### src/rtl/dcache_port_arbiter.sv
// dcache_port_arbiter: shares the D-cache port between the SQ store head and LQ loads, with retry locking and store anti-starvation
module dcache_port_arbiter #(
    parameter int STARVE_LIMIT = 4,
    parameter int LQ_IDX_W     = 4
) (
    input  logic                clock,
    input  logic                reset,
    input  logic                mispredict,
    input  logic                sq_request,
    input  logic [63:0]         sq_addr,
    input  logic [63:0]         sq_data,
    input  logic                sq_almost_full,
    input  logic                lq_request,
    input  logic [63:0]         lq_addr,
    input  logic [LQ_IDX_W-1:0] lq_index,
    input  logic                D_cache_success,
    output logic [1:0]          proc2Dcache_command,
    output logic [63:0]         proc2Dcache_addr,
    output logic [63:0]         proc2Dcache_data,
    output logic                store_success,
    output logic                load_success,
    output logic [LQ_IDX_W-1:0] load_success_index,
    output logic [2:0]          starve_cnt
);
    typedef enum logic [1:0] {IDLE, LOCK_ST, LOCK_LD} state_e;
    localparam logic [1:0] CMD_NONE  = 2'd0;
    localparam logic [1:0] CMD_LOAD  = 2'd1;
    localparam logic [1:0] CMD_STORE = 2'd2;

    state_e     state_q, state_d;
    logic [2:0] starve_q, starve_d;
    logic [1:0] cmd;
    logic       ld_ok, st_win;

    // Pick the issued command, the next lock state and the next starvation count
    always_comb begin
        ld_ok = lq_request & ~mispredict;
        st_win = sq_almost_full | (starve_q >= 3'(STARVE_LIMIT));
        cmd = CMD_NONE;
        case (state_q)
            IDLE:    cmd = (sq_request & (~ld_ok | st_win)) ? CMD_STORE : ld_ok ? CMD_LOAD : CMD_NONE;
            LOCK_ST: cmd = sq_request ? CMD_STORE : CMD_NONE;
            LOCK_LD: cmd = ld_ok ? CMD_LOAD : CMD_NONE;
            default: cmd = CMD_NONE;
        endcase
        if (reset) cmd = CMD_NONE;
        state_d = (cmd != CMD_NONE && !D_cache_success) ? ((cmd == CMD_STORE) ? LOCK_ST : LOCK_LD) : IDLE;
        starve_d = (cmd == CMD_STORE) ? 3'd0 :
                   (cmd == CMD_LOAD && sq_request && starve_q != 3'd7) ? starve_q + 3'd1 : starve_q;
    end

    // State and starvation counter registers
    always_ff @(posedge clock) begin
        if (reset) begin
            state_q  <= IDLE;
            starve_q <= 3'd0;
        end else begin
            state_q  <= state_d;
            starve_q <= starve_d;
        end
    end

    assign proc2Dcache_command = cmd;
    assign proc2Dcache_addr    = (cmd == CMD_STORE) ? sq_addr : (cmd == CMD_LOAD) ? lq_addr : 64'd0;
    assign proc2Dcache_data    = (cmd == CMD_STORE) ? sq_data : 64'd0;
    assign store_success       = D_cache_success & (cmd == CMD_STORE);
    assign load_success        = D_cache_success & (cmd == CMD_LOAD);
    assign load_success_index  = load_success ? lq_index : '0;
    assign starve_cnt          = reset ? 3'd0 : starve_q;
endmodule

### config.mk
export PLATFORM = sky130hd
export DESIGN_NAME = dcache_port_arbiter
export DESIGN_NICKNAME = d
export VERILOG_FILES = /design/src/rtl/dcache_port_arbiter.sv
export SDC_FILE = /design/constraint.sdc
export NUM_CORES = 1
export LEC_CHECK = 0
export ABC_AREA = 1
export CORE_AREA = 8 8 127 129
export DETAILED_ROUTE_END_ITERATION = 10
export DIE_AREA = 0 0 135 137
export GPL_TIMING_DRIVEN = 0
export HOLD_SLACK_MARGIN = 0.15
export PLACE_DENSITY = 0.64
export SETUP_SLACK_MARGIN = 0.2
export SKIP_LAST_GASP = 1
export SYNTH_ARGS = -nofsm -noshare
export SYNTH_HDL_FRONTEND = slang
export SYNTH_SLANG_ARGS = --single-unit
### constraint.sdc
create_clock -name clock -period 3.1 [get_ports clock]
set_input_delay 0.775 -clock clock [delete_from_list [all_inputs] [get_ports clock]]
set_output_delay 0.775 -clock clock [all_outputs]
set_load 0.005 [all_outputs]
==> flow_metrics.env <==
export IMPL_syn_cell_area_mm2=0.00170
export IMPL_seq_area_um2=100
export IMPL_cap_viol_max_count=0
export IMPL_number_of_nets_in_the_synthesized_netlist=609
export IMPL_pwr_density_cell_mw_per_mm2=156
export IMPL_cp_start_kind="input pin"
export IMPL_nNetsFinal=1002
export IMPL_worst_hold_path_type="reg2reg"
export IMPL_io_buffers=341
export IMPL_synth_top_flop_cell="sky130_fd_sc_hd__dfxtp_1"
export IMPL_timing_fmax_mhz=353
export IMPL_htreeDepth=1
export IMPL_maxSlewHeadroom_pct=84.8
export IMPL_std_cell_rows=44
export IMPL_post_place_ws_ns=-0.550
export IMPL_end_kind="primary output"
export IMPL_cts_root_buffer_cell="sky130_fd_sc_hd__clkbuf_16"
export IMPL_vias=3631
export IMPL_chipWidth_um=135
export IMPL_critPathMaxFanout=7
export IMPL_core_area_mm2=0.0142
export IMPL_period_share_pct=91.4
export IMPL_timing_worst_slew_pin_value_ns=0.228
export IMPL_layout_core_utilization_pct=41.0
export IMPL_layout_area_overhead_vs_synth_pct=244
export IMPL_synthCells=404
export IMPL_dr_pass1_iters=4
export IMPL_tritoncts_num_sinks=5
export IMPL_power_net_switching_mw=0.258
export IMPL_netSwitchingFraction_pct=28.3
export IMPL_hold_slack_ns=0.554
export IMPL_dr_first_iter_drc_count=54
export IMPL_detail_route_wl_per_cell_um=14.8
export IMPL_io_pin_count=342
export IMPL_clock_tree_from_tritoncts="built"
export IMPL_netlist_top_cells_count="203 x sky130_fd_sc_hd__nand2_1, 83 x sky130_fd_sc_hd__nor2_1, 79 x sky130_fd_sc_hd__inv_1, 10 x sky130_fd_sc_hd__buf_4, 7 x sky130_fd_sc_hd__buf_2"
export IMPL_count_of_yosys_warnings_during_synthesis=0
export IMPL_grt_pass1_vias=3632
export IMPL_timing_final_max_slew_violations=0
export IMPL_multi_input_comb_area_mm2=0.00121
export IMPL_netlist_area_leader_share_pct=44.9
export IMPL_worst_ir_drop_on_vdd_mv=0.289
export IMPL_synth_area_per_cell_um2=4.20
export IMPL_cellInternalPower_mw=0.651
export IMPL_ys_ff_latch=5
export IMPL_synth_seq_area_share_pct=5.90
export IMPL_grt_max_degree=11
export IMPL_outcome="finished, final reports clean"
export IMPL_yosysUniqueCellTypes=17
export IMPL_netlist_top_cells_area="sky130_fd_sc_hd__nand2_1 45%, sky130_fd_sc_hd__nor2_1 18%, sky130_fd_sc_hd__inv_1 17%"
export IMPL_final_setup_viol_count=0
export IMPL_drc_errors=0
export IMPL_floorplan_die_area_mm2=0.0185
export IMPL_share_seq_of_total_power_pct=7.4
export IMPL_p_clk_share_pct=23.4
export IMPL_grt_overflow_total=0
export IMPL_min_tclk_post_route_ns=2.83
export IMPL_timing_final_hold_violations=0
export IMPL_place_congestion=0.820
export IMPL_post_layout_total_power_mw=0.909
export IMPL_fillerInstances=1514
export IMPL_grt_setup_unrepaired="false"
export IMPL_initial_antenna_violation_count=0
export IMPL_post_detailed_route_via_to_cell_ratio=3.71
export IMPL_critical_path_arrival_ns=2.06
export IMPL_cts_reportedPaths_clkPinSlew_ns=0.03
export IMPL_start_util_pct=11.9
export IMPL_diodes=0
export IMPL_p_leak_nw=3.24
export IMPL_path_class="in2out"
export IMPL_required_ns=2.32
export IMPL_drt_wl_total_um=14500
export IMPL_drtAntennaViolNets=0
export IMPL_setup_ws_ns=0.266
export IMPL_floorplan_die_height_um=137
export IMPL_ys_async_sr_fraction_pct=0
export IMPL_worst_clock_skew_ns=0.00141
export IMPL_groute_usage_overall_pct=13.5
export IMPL_clk_latency_ns=0.23
export IMPL_combinationalPowerShare_pct=69.2
export IMPL_number_of_buffers_added_by_the_clock_tree_synthesis_step=3
export IMPL_post_synth_top_count_cell="sky130_fd_sc_hd__nand2_1"
export IMPL_dp_hpwl_um=11800
export IMPL_synth_area_leader_cell="sky130_fd_sc_hd__nand2_1"
export IMPL_layout_drive_gt1_share_pct=21.9
export IMPL_timing_setup_tns_ns=0
export IMPL_synth_enable_flop_cells=0
export IMPL_number_of_buffers_on_the_longest_clock_path=2
export IMPL_grt_pass1_wl_um=19800
## per-stage QoR
step,cells,instance area (um^2)
2_1_floorplan,404,1700
3_3_place_gp,929,5340
3_5_place_dp,929,5340
4_1_cts,969,5720
5_1_grt,980,5830
6_report,980,5830
## registers in the layout, indices dropped and copies added, names as in the netlist
register  cells
starve_q      3
state_q       2
## metal layers
layer	share of wire [%]	global-route usage, %	wire length [um]	up-vias
li1	-	-	-	1909
met1	37	14.2	5380	1508
met2	50	25.0	7290	200
met3	11	5.40	1620	14
met4	1.2	2.34	175	0
met5	0	0	0	-
## critical path, cell delays in order
cell	delay (ns)
sky130_fd_sc_hd__buf_2	0.12
sky130_fd_sc_hd__inv_1	0.04
sky130_fd_sc_hd__nor2_1	0.13
sky130_fd_sc_hd__nand3_2	0.13
sky130_fd_sc_hd__nand2_4	0.11
sky130_fd_sc_hd__inv_4	0.05
sky130_fd_sc_hd__buf_12	0.14
sky130_fd_sc_hd__buf_6	0.11
sky130_fd_sc_hd__buf_6	0.12
sky130_fd_sc_hd__buf_6	0.11
sky130_fd_sc_hd__nand2_1	0.05
sky130_fd_sc_hd__nand2_1	0.04
sky130_fd_sc_hd__buf_2	0.12
## power by group through the flow
stage / Clock [mW] / Combinational, mW / Sequential, mW
finish: 0.213 / 0.629 / 0.0674
global route: 0.220 / 0.682 / 0.0675
CTS: 0.214 / 0.614 / 0.0672
detailed placement: 0 / 0.601 / 0.0681
global placement: 0 / 0.600 / 0.0680
floorplan: 0 / 0.138 / 0.0678
## logic make-up after synthesis
kind of cell    Yosys count  synth area share (%)
simple gates            293                  65.9
buf+inv                 103                  26.4
flops                     5                  5.90
fa+ha+maj                 2                  1.48
compound gates            1                 0.295
## cell usage in the layout (no fill, tap or decap), drive strengths merged
| cell | count |
|---|---|
| clkdlybuf4s50 | 203 |
| nor2 | 84 |
| nand2 | 204 |
| nand3 | 2 |
| nor3 | 2 |
| dfxtp | 5 |
| clkbuf | 37 |
| clkdlybuf4s15 | 41 |
| inv | 82 |
| a21oi | 1 |
| dlygate4sd2 | 37 |
| nand4 | 1 |
| buf | 95 |
| ha | 2 |
## final timing paths
kind	from	endpoint	slack, ns	cells past startpoint
worst max-delay path	lq_request	proc2Dcache_addr[3]	0.27	13
worst min-delay path	starve_q[1]$_SDFFE_PP0P_	starve_q[1]$_SDFFE_PP0P_	0.55	4
worst max register to register	starve_q[2]$_SDFFE_PP0P_	starve_q[0]$_SDFFE_PP0P_	0.70	16
worst min register to register	starve_q[1]$_SDFFE_PP0P_	starve_q[1]$_SDFFE_PP0P_	0.55	4
## repair_timing
item	in CTS	in global routing
cloned	1	4
setup buffers	35	7
hold buffers	0	0
pin swaps	10	8
setup endpoints to repair	136	117
gates resized for setup	349	86
## cell type report
cell class              instances  area share, %
repair buffers                388           61.9
well taps                     184           3.95
plain buffers                  21           4.87
flip-flops and latches          5           1.72
inverters                      82           5.37
clock buffers                   4           1.35
multi-input cells             296           20.9
Power figures use the tool's default switching activity.
